`src/rtl/alu_pkg.sv`:
```
// +--------------------------------------------------------------------+
// | Module      : alu_pkg                                              |
// | Description : Opcode type shared by alu_seq and its users.         |
// | Revision    : 1.0 - initial release                                |
// +--------------------------------------------------------------------+
`default_nettype none

package alu_pkg;

    typedef enum logic [2:0] {
        ADD = 3'd0,
        SUB = 3'd1,
        MUL = 3'd2,
        AND = 3'd3,
        DEC = 3'd4
    } alu_opcode_t;

endpackage

`default_nettype wire

```
`src/rtl/alu_seq.sv`:
```
// +--------------------------------------------------------------------+
// | Module      : alu_seq                                              |
// | Description : Handshaked ALU; single-cycle ADD/SUB/AND/DEC and an  |
// |               iterative shift-add MUL. Define ALU_SEQ_FLAGS_EN to  |
// |               add the zero/carry flag outputs.                     |
// | Revision    : 1.0 - initial release                                |
// +--------------------------------------------------------------------+
`default_nettype none

module alu_seq #(
    parameter int W = 4,
    parameter int N = 8
) (
    input  logic                 clk,
    input  logic                 reset,
    input  logic                 in_valid,
    output logic                 in_ready,
    input  logic [W-1:0]         a,
    input  logic [W-1:0]         b,
    input  alu_pkg::alu_opcode_t opcode,
    output logic                 out_valid,
    input  logic                 out_ready,
    output logic [N-1:0]         result
`ifdef ALU_SEQ_FLAGS_EN
    ,
    output logic                 zero,
    output logic                 carry
`endif
);

    localparam int         c_SW    = $clog2(N);
    localparam int         c_CNT_W = $clog2(W);
    localparam logic [1:0] c_IDLE  = 2'd0;
    localparam logic [1:0] c_BUSY  = 2'd1;
    localparam logic [1:0] c_DONE  = 2'd2;

    logic [1:0]         r_state;
    logic [1:0]         w_state_next;
    logic               w_accept;
    logic               w_is_mul;
    logic               w_mul_last;

    logic [N-1:0]       r_result;
    logic [2*W-1:0]     r_mcand;
    logic [W-1:0]       r_mplier;
    logic [2*W-1:0]     r_acc;
    logic [c_CNT_W-1:0] r_cnt;
    logic [2*W-1:0]     w_acc_next;

    logic [W:0]         w_sum;
    logic [c_SW-1:0]    w_shamt;
    logic [N-1:0]       w_res;

    // DEC only looks at the low log2(N) bits of a, padding when a is narrower
    generate
        if (W >= c_SW) begin : g_dec_trunc
            assign w_shamt = a[c_SW-1:0];
        end else begin : g_dec_ext
            assign w_shamt = {{(c_SW-W){1'b0}}, a};
        end
    endgenerate

    assign w_is_mul   = (opcode == alu_pkg::MUL);
    assign w_accept   = in_valid && in_ready;
    assign w_mul_last = (r_cnt == c_CNT_W'(W-1));
    assign w_acc_next = r_acc + (r_mplier[0] ? r_mcand : '0);
    assign w_sum      = {1'b0, a} + {1'b0, b};
    assign result     = r_result;

    always_comb begin
        w_res = '0;
        case (opcode)
            alu_pkg::ADD: w_res = N'(w_sum);
            alu_pkg::SUB: w_res = N'(a) - N'(b);
            alu_pkg::AND: w_res = N'(a & b);
            alu_pkg::DEC: w_res = {{(N-1){1'b0}}, 1'b1} << w_shamt;
            default:      w_res = '0;
        endcase
    end

    always_comb begin
        w_state_next = r_state;
        in_ready     = 1'b0;
        out_valid    = 1'b0;
        case (r_state)
            c_IDLE: begin
                in_ready = 1'b1;
                if (w_accept) w_state_next = w_is_mul ? c_BUSY : c_DONE;
            end
            c_BUSY: begin
                if (w_mul_last) w_state_next = c_DONE;
            end
            c_DONE: begin
                out_valid = 1'b1;
                in_ready  = out_ready;
                if (out_ready) begin
                    if (w_accept) w_state_next = w_is_mul ? c_BUSY : c_DONE;
                    else          w_state_next = c_IDLE;
                end
            end
            default: w_state_next = c_IDLE;
        endcase
    end

    always_ff @(posedge clk) begin
        if (reset) begin
            r_state  <= c_IDLE;
            r_result <= '0;
            r_mcand  <= '0;
            r_mplier <= '0;
            r_acc    <= '0;
            r_cnt    <= '0;
        end else begin
            r_state <= w_state_next;
            if (w_accept) begin
                if (w_is_mul) begin
                    r_mcand  <= (2*W)'(a);
                    r_mplier <= b;
                    r_acc    <= '0;
                    r_cnt    <= '0;
                end else begin
                    r_result <= w_res;
                end
            end else if (r_state == c_BUSY) begin
                // one multiplier bit per cycle: add shifted multiplicand when set
                r_acc    <= w_acc_next;
                r_mcand  <= r_mcand << 1;
                r_mplier <= r_mplier >> 1;
                r_cnt    <= r_cnt + c_CNT_W'(1);
                if (w_mul_last) r_result <= N'(w_acc_next);
            end
        end
    end

`ifdef ALU_SEQ_FLAGS_EN
    logic r_zero;
    logic r_carry;
    logic w_carry;

    always_comb begin
        w_carry = 1'b0;
        case (opcode)
            alu_pkg::ADD: w_carry = w_sum[W];
            alu_pkg::SUB: w_carry = (a < b);
            default:      w_carry = 1'b0;
        endcase
    end

    always_ff @(posedge clk) begin
        if (reset) begin
            r_zero  <= 1'b0;
            r_carry <= 1'b0;
        end else if (w_accept && !w_is_mul) begin
            r_zero  <= (w_res == '0);
            r_carry <= w_carry;
        end else if (!w_accept && r_state == c_BUSY && w_mul_last) begin
            r_zero  <= (w_acc_next == '0);
            r_carry <= |w_acc_next[2*W-1:W];
        end
    end

    assign zero  = r_zero;
    assign carry = r_carry;
`endif

endmodule

`default_nettype wire

```
`config.mk`:
```
export PLATFORM = sky130hd
export DESIGN_NAME = alu_seq
export DESIGN_NICKNAME = d
export VERILOG_FILES = /design/src/rtl/alu_pkg.sv /design/src/rtl/alu_seq.sv
export SDC_FILE = /design/constraint.sdc
export NUM_CORES = 1
export LEC_CHECK = 0
export CAP_MARGIN = 20
export CORE_MARGIN = 3
export CORE_UTILIZATION = 51
export CTS_CLUSTER_DIAMETER = 50
export DETAILED_ROUTE_END_ITERATION = 16
export GPL_TIMING_DRIVEN = 0
export PLACE_DENSITY = 0.87
export SYNTH_ARGS = -nofsm -noshare
export SYNTH_HDL_FRONTEND = slang
export SYNTH_SLANG_ARGS = --single-unit
```
`constraint.sdc`:
```
create_clock -name clk -period 2.3 [get_ports clk]
set_input_delay 0.23 -clock clk [delete_from_list [all_inputs] [get_ports clk]]
set_output_delay 0.23 -clock clk [all_outputs]
set_load 0.05 [all_outputs]
```
==> reports/metrics.cfg <==
[power_and_ir_drop]
irDropWorstVdd_uv = 400
total_power_mw = 1.44
power.leakage_nw = 1.02
power.density_mw_per_mm2 = 551

[placed_design]
dp_hpwl_mm = 4.25
place_ws_ns = -0.453
gp_congestion = 0.853
io_buffers = 23
placed_cells = 348

[grt]
overflow = 0
grt_util_met1 = 0.291
grt_pass1_vias = 2077
antenna_found_initial = 0
grt_pass1_wl_mm = 9.18
use_met3 = 0.0421
track_usage = 0.223
grt_max_degree = 12
grt-busiest-layer = met2
met2_usage = 0.367

[synthesis]
syn_avg_cell_area_um2 = 7.89
ys_seq_area_frac = 0.295
synth-main-ff-cell = dfxtp_1
synth_cell_types = 49
syn_area_mm2 = 0.00217
synthXorXnorAreaFrac = 0.0282
async_flop_share = 0
synth-adder-area-share = 0.120
synth_compound_area_frac = 0.246
synth_simple_gate_area_share = 0.251
yosysWarnings = 0
synth_top_family_by_area = simple AND/OR/NAND/NOR gates
synth_edf_count = 0
synth-seq-cells = 32
synth_fp_nets = 309
syn_inst = 275
synth_mux_area_frac = 0.00980

[cells_and_area]
multi_input_area_mm2 = 0.00144
ff_latch_area_um2 = 644
layout_common_cells = nor2_1 (36), dfxtp_1 (31), nand2_1 (23), a21oi_1 (19), clkdlybuf4s50_1 (18)
nets = 339
area_growth_syn_to_layout_pct = 20.2
final_common_cell = nor2_1
num-fill-cells = 365
drive_gt1_frac = 0.0686
fin_cells = 356
diodes = 0

[die]
floorplan.initialDensity = 0.535
dieArea_mm2 = 0.00508
rows = 23
dieWidth_um = 71.2
io_pins = 25
core_mm2 = 0.00406
fp.dieH_um = 71.2

[clock_tree]
clockBufferDepth = 2
cts_tree = done
cts.sinks = 32
cts_buffers = 5
clk_latency_ns = 0.29
htree_levels = 2
path_clk_slew_ns = 0.08
cts_root_buffer = clkbuf_8

[drt]
drt-total-wl_mm = 5.69
first_pass_iters = 5
route.vias.total = 2250
drtIter0Drc = 311
ant_nets = 0
routedWlPerCell_um = 16.0
drc = 0
via_per_inst = 6.32

[timing]
drv_slew = 0
finalSetupViolCount = 0
skew_ns = 0.0109
setup_ws_ns = 0.0185
layout_min_cycle_time_ns = 2.28
maxSlewHeadroom = 0.595
max_slew.worst_pin.slew_ns = 0.608
finalCritPeriodShare = 0.992
hold_slack_ns = 0.303
fmax_ghz = 0.438
hold_viol_final = 0

[setup_path]
path_max_fanout = 9
cp.arrival_ns = 2.49
worstPathRequired_ns = 2.51
startpoint_type = flip-flop
critPathKind = flip-flop to flip-flop
endpoint_kind = flip-flop

[job]
cap_viol_max_count = 0

[hold_path]
hold_class = input pin to flip-flop

[status]
status = finished, final reports clean

==> sequential cells by signal (all words and copies together), names as in the netlist <==
register,count
r_state,2
r_acc,8
r_cnt,2
r_mplier,4
r_mcand,8
result,8
==> worst paths after layout <==
path	startpoint	to	slack, ns	cells past startpoint
worst max-delay path	r_mplier[0]	result[7]	0.02	8
worst min-delay path	b[0]	r_mplier[0]	0.30	3
worst max register to register	r_mplier[0]	result[7]	0.02	8
worst min register to register	r_mplier[3]	r_mplier[3]	0.48	2
==> synth_stat cells (3+ instances only) <==
cell / instances / share of area
xnor2_1: 5 / 0.020
o21a_1: 3 / 0.010
clkbuf_1: 10 / 0.017
a21oi_1: 19 / 0.044
buf_2: 3 / 0.0069
nor3_1: 5 / 0.012
and2_1: 9 / 0.026
nor2b_1: 5 / 0.014
ha_1: 16 / 0.092
nand2_1: 23 / 0.040
inv_1: 11 / 0.019
nand2b_1: 7 / 0.020
o22ai_1: 4 / 0.012
dfxtp_1: 32 / 0.30
nand3_1: 14 / 0.032
fa_1: 3 / 0.028
nor2_1: 36 / 0.062
o21ai_0: 8 / 0.018
a22oi_1: 10 / 0.035
a311oi_1: 8 / 0.032
a211oi_1: 7 / 0.024
==> power breakdown <==
group          leakage, nW  switching (mW)  internal, mW
clock               0.0541           0.226         0.320
combinational        0.703           0.189         0.112
sequential           0.261          0.0152         0.575
==> per-stage QoR <==
step / utilization / cell area, µm² / setup TNS, ns
6_report: 0.643 / 2610 / 0
5_1_grt: 0.643 / 2610 / -0.0360
4_1_cts: 0.638 / 2590 / 0
3_5_place_dp: 0.607 / 2460 / -2.27
3_3_place_gp: 0.607 / 2460 / -2.03
2_1_floorplan: - / 2170 / 0
==> routing by layer <==
layer,up-vias,share of wire,wire length (µm)
li1,1057,-,-
met1,1078,0.43,2460
met2,96,0.48,2720
met3,19,0.066,375
met4,0,0.023,132
met5,-,0,0
==> what timing repair did <==
action,in CTS,in global routing
gates resized for setup,6,9
hold buffers,0,0
endpoints found under the setup margin,4,5
pin swaps,1,2
setup buffers,0,0
gates cloned,0,0
==> cell type report <==
type / instances / share of cell area
tap: 50 / 0.0240
inverter: 11 / 0.0158
multi-input combinational: 217 / 0.552
clock buffer: 5 / 0.0264
sequential: 32 / 0.247
timing repair buffer: 23 / 0.0916
clock inverter: 3 / 0.0163
buffer: 15 / 0.0269
==> worst max-delay path, cell delays in order, from the launching register on <==
cell and delay (ns):
dfxtp_4 0.38, and2_1 0.18, ha_4 0.32, nand3_1 0.10, and2_1 0.16, buf_6 0.12
o31a_1 0.33, or3_1 0.36, a311oi_1 0.25
==> kinds of logic after synthesis <==
kind of cell,count (synthesis)
simple gates,111
flops,32
xor+xnor,7
compound gates,78
mux,2
buf+inv,26
fa+ha+maj,19
Power figures use the tool's default switching activity.
==> RTL change 1: new RTL, same flow settings <==
Build with the macro `ALU_SEQ_FLAGS_EN` defined.
--- a/src/rtl/alu_seq.sv
+++ b/src/rtl/alu_seq.sv
@@ -6,6 +6,8 @@
 // | Revision    : 1.0 - initial release                                |
 // +--------------------------------------------------------------------+
 `default_nettype none
+
+`define ALU_SEQ_FLAGS_EN
 
 module alu_seq #(
     parameter int W = 4,
Check against the original RTL (old outputs only; new: carry and zero): equivalent (equiv_simple and equiv_induct, registers matched by name and starting in step).
==> RTL change 1 against the unedited design <==
Area after synthesis grew 9.5%; sequential power increased by 6.1%; design area up 13%; power rose by 5.0%; via count increased by 4.0%; cell count rose by 9.3%; count of clock-buffer cells in the layout up 2; sequential cell count rose by 2; setup slack improved by 0.046 ns; maximum frequency increased by 2.1%; wire length up 8.8%; global-route usage grew 1.6 points; critical endpoint is now carry; largest cell class unchanged; largest power group unchanged.
==> RTL change 1: results (changes against the unedited design) <==
[final_layout]
clockBufferCount = 7  ; was 5
final.fill_count = 362  ; was 365
clock_area_frac = 0.03605  ; was 0.04269
finalNonFillerCells = 389  ; was 356
inverters = 12  ; was 11
area_growth_syn_to_layout_pct = 24.11  ; was 20.17%
multi_input_cells = 239  ; was 217
bufAreaShareNonClock = 0.1272  ; was 0.1185
nets = 371  ; was 339
seq_share = 0.2320  ; was 0.2470
multiInputGateArea_sq_um = 1674  ; was 1440 sq um

[place]
placed_cells_incl_taps = 378  ; was 348
detailed_place.area_sq_um = 2693  ; was 2464 sq um
dp_slack_ns = -0.4272  ; was -0.4529 ns
hpwlAfterDp_um = 4644  ; was 4251 um
routabilityCongestion = 0.8878  ; was 0.8532
count_of_input_and_output_buffers = 25  ; was 23

[logic_synthesis]
synthMuxAreaShare = 0.008947  ; was 0.009798
synth-adder-area-share = 0.1147  ; was 0.1199
syn-instance-count = 301  ; was 275
synth.distinct_cells = 58  ; was 49
synth_top_cells_by_count = sky130_fd_sc_hd__nand2_1 (39), sky130_fd_sc_hd__nor2_1 (35), sky130_fd_sc_hd__a21oi_1 (34), sky130_fd_sc_hd__dfxtp_1 (34), sky130_fd_sc_hd__ha_1 (17)  ; was sky130_fd_sc_hd__nor2_1 (36), sky130_fd_sc_hd__dfxtp_1 (32), sky130_fd_sc_hd__nand2_1 (23)
synthesis.nets = 336  ; was 309
synth.most_common_cell = sky130_fd_sc_hd__nand2_1  ; was sky130_fd_sc_hd__nor2_1
synth.area.top_cells = sky130_fd_sc_hd__dfxtp_1 (29%), sky130_fd_sc_hd__ha_1 (8.9%), sky130_fd_sc_hd__a21oi_1 (7.2%)  ; was sky130_fd_sc_hd__dfxtp_1 (30%), sky130_fd_sc_hd__ha_1 (9.2%), sky130_fd_sc_hd__nor2_1 (6.2%)
ys_seq_area_frac = 0.2863  ; was 0.2951

[die]
floorplan.rows = 24  ; was 23

[global_routing]
grt_max_degree = 13  ; was 12
grt.total_usage = 0.2392  ; was 0.2230

[worst_setup_path]
cp_data_arrival_time_ns = 2.47  ; was 2.49 ns
crit_fanout = 3  ; was 9

[route]
routed_wirelength_um = 6189  ; was 5691 um
drt_iter0_markers = 172  ; was 311
post_drt_via_cell_ratio = 6.018  ; was 6.320

[power_and_ir_drop]
power_frac_comb = 0.230  ; was 0.209
static-leakage-power_nw = 1.147  ; was 1.018 nW
power.internal_mw = 1.068  ; was 1.007 mW
pwr-share-clk = 0.355  ; was 0.380
max-vdd-ir-drop_mv = 0.4472  ; was 0.4002 mV

[sta]
worst_slew_pin_slew_ns = 0.5376  ; was 0.6077 ns
fin_worst_skew_ns = 0.004118  ; was 0.01094 ns

[cts]
postCtsResizedCells = 13  ; was 6
postCtsSetupRepairBufs = 3  ; was 0

[status]
status = complete, no violations  ; unchanged

## RTL change 1: cell types whose count changed in the layout (fill, tap and decap cells not counted), sizes merged, moves of 3 or more
cell | before | now
buf | 4 | 11
o22ai | 4 | 0
a31oi | 2 | 5
a22oi | 10 | 0
nor4 | 0 | 3
nand2 | 23 | 41
a21oi | 19 | 34
## RTL change 1: worst paths after layout
kind | startpoint | slack [ns] | end | depth (start not counted)
worst max-delay path | r_mcand[0] | 0.06 | carry | 11
worst min-delay path | a[0] | 0.30 | r_mcand[0] | 3
worst max register to register | r_mcand[0] | 0.06 | carry | 11
worst min register to register | result[6] | 0.45 | result[6] | 2
## RTL change 1: per-layer routing
metal / wire length (um) / up-vias / track usage
li1: - / 1134 / -
met1: 2633 / 1096 / 0.3062
met2: 3043 / 99 / 0.4016
met3: 402 / 12 / 0.04324
met4: 110 / 0 / 0.09091
met5: 0 / - / 0
==> RTL change 2: new RTL, config.mk and constraints unchanged <==
Without the edit above. Remove the case item `alu_pkg::DEC` of the case on `opcode`.
--- a/src/rtl/alu_seq.sv
+++ b/src/rtl/alu_seq.sv
@@ -73,7 +73,6 @@
             alu_pkg::ADD: w_res = N'(w_sum);
             alu_pkg::SUB: w_res = N'(a) - N'(b);
             alu_pkg::AND: w_res = N'(a & b);
-            alu_pkg::DEC: w_res = {{(N-1){1'b0}}, 1'b1} << w_shamt;
             default:      w_res = '0;
         endcase
     end
Formal check against the unedited RTL: not equivalent (Yosys sat finds a counterexample within 4 cycles, from zero or initial values and one cycle with reset high).
==> RTL change 2 against the unedited design <==
Combinational power down 6%; area after synthesis fell by 6.6%; power fell by 2.5%; wire length decreased by 19%; setup slack gained 0.10 ns; sequential cell count is the same; first-iteration DRC count decreased by 66%; design area decreased by 6.5%; largest cell class unchanged; largest power group unchanged; highest routed layer unchanged.
==> RTL change 2: results (changes against the unedited design) <==
[route]
post_drt_via_cell_ratio = 5.691  ; was 6.320
routed_wirelength_um = 4627  ; was 5691 um
drt_iter0_markers = 106  ; was 311
detail_route.wirelength.met1_um = 2192  ; was 2463 um
detailroute.wirelength.met3_um = 178  ; was 375 um
firstDrtPassIters = 4  ; was 5

[place]
hpwlAfterDp_um = 3480  ; was 4251 um
routabilityCongestion = 0.8379  ; was 0.8532
detailed_place.area_sq_um = 2318  ; was 2464 sq um

[worst_setup_path]
cp_data_arrival_time_ns = 2.39  ; was 2.49 ns
master_of_the_slowest_instance_on_the_critical_path = sky130_fd_sc_hd__fa_2  ; was sky130_fd_sc_hd__dfxtp_4
r2r_setup_slack_ns = 0.12  ; was 0.02 ns
cp_top_family = compound AO/OA/AOI/OAI gates  ; was simple AND/OR/NAND/NOR gates
cells_on_worst_reg2reg_path = 9  ; was 8

[final_layout]
final.fill_count = 333  ; was 365
inverters = 12  ; was 11
finalNonFillerCells = 320  ; was 356
clock_area_frac = 0.04413  ; was 0.04269
nonClockBufferCount = 34  ; was 38
final-seq-area_sq_um = 641.9  ; was 644.4 sq um

[logic_synthesis]
synth_top_area_frac = 0.3159  ; was 0.2951
synth_xor_area_frac = 0.03455  ; was 0.02824
synth-adder-area-share = 0.1283  ; was 0.1199
compound_gate_fraction_of_synth_area = 0.2258  ; was 0.2455
synth.distinct_cells = 48  ; was 49
ys_seq_area_frac = 0.3159  ; was 0.2951
synth_top_cells_by_count = sky130_fd_sc_hd__dfxtp_1 (32), sky130_fd_sc_hd__nand2_1 (30), sky130_fd_sc_hd__nor2_1 (25)  ; was sky130_fd_sc_hd__nor2_1 (36), sky130_fd_sc_hd__dfxtp_1 (32), sky130_fd_sc_hd__nand2_1 (23)
synth.area.top_cells = sky130_fd_sc_hd__dfxtp_1 (32%), sky130_fd_sc_hd__ha_1 (9.9%), sky130_fd_sc_hd__nand2_1 (5.6%)  ; was sky130_fd_sc_hd__dfxtp_1 (30%), sky130_fd_sc_hd__ha_1 (9.2%), sky130_fd_sc_hd__nor2_1 (6.2%)

[status]
status = complete, no violations  ; unchanged

[sta]
fin_worst_skew_ns = 0.007698  ; was 0.01094 ns
worst_slew_pin_slew_ns = 0.6388  ; was 0.6077 ns

[power_and_ir_drop]
static-leakage-power_nw = 0.9668  ; was 1.018 nW
max-vdd-ir-drop_mv = 0.3074  ; was 0.4002 mV

[die]
tapcell.inserted = 48  ; was 50

[global_routing]
grt_max_degree = 11  ; was 12
met3_usage = 0.03499  ; was 0.04208
first_global_vias = 1627  ; was 2,077

[cts]
path_clk_slew_ns = 0.06  ; was 0.08 ns
postCtsResizedCells = 1  ; was 6

[min_path]
hold-path-cell-count = 2  ; was 3
hold_end = r_mcand[1]  ; was r_mplier[0]
hold_path_startpoint = reset  ; was b[0]

## RTL change 2: changes by cell type after synthesis, sizes merged, moves of 4 or more
cell / before / now
clkbuf: 11 / 6
nand2: 23 / 31
nand3: 14 / 9
nor2: 36 / 26
o21ai: 9 / 15
o22ai: 4 / 0
## RTL change 2: logic make-up after synthesis
logic type               count (synthesis)
AO/OA/AOI/OAI                           67
XOR/XNOR                                 8
adder cells (fa/ha/maj)                 19
buffers and inverters                   23
flip-flops                              32
multiplexers                             1
AND/OR/NAND/NOR                         91
## RTL change 2: through the flow
step	setup TNS (ns)	worst slack (ns)	util	total power, mW
floorplan	0	0.2762	-	0.7866
global placement	0	0.003545	0.6193	0.8755
detailed placement	-0.1086	-0.06126	0.6193	0.8829
CTS	0	0.04970	0.6494	1.403
global route	0	0.02424	0.6514	1.458
finish	0	0.1220	0.6514	1.401
## RTL change 2: where the power goes
part	switching (mW)	total [mW]	internal, mW
sequential	0.0146	0.590	0.575
clock	0.207	0.528	0.321
combinational	0.172	0.283	0.111
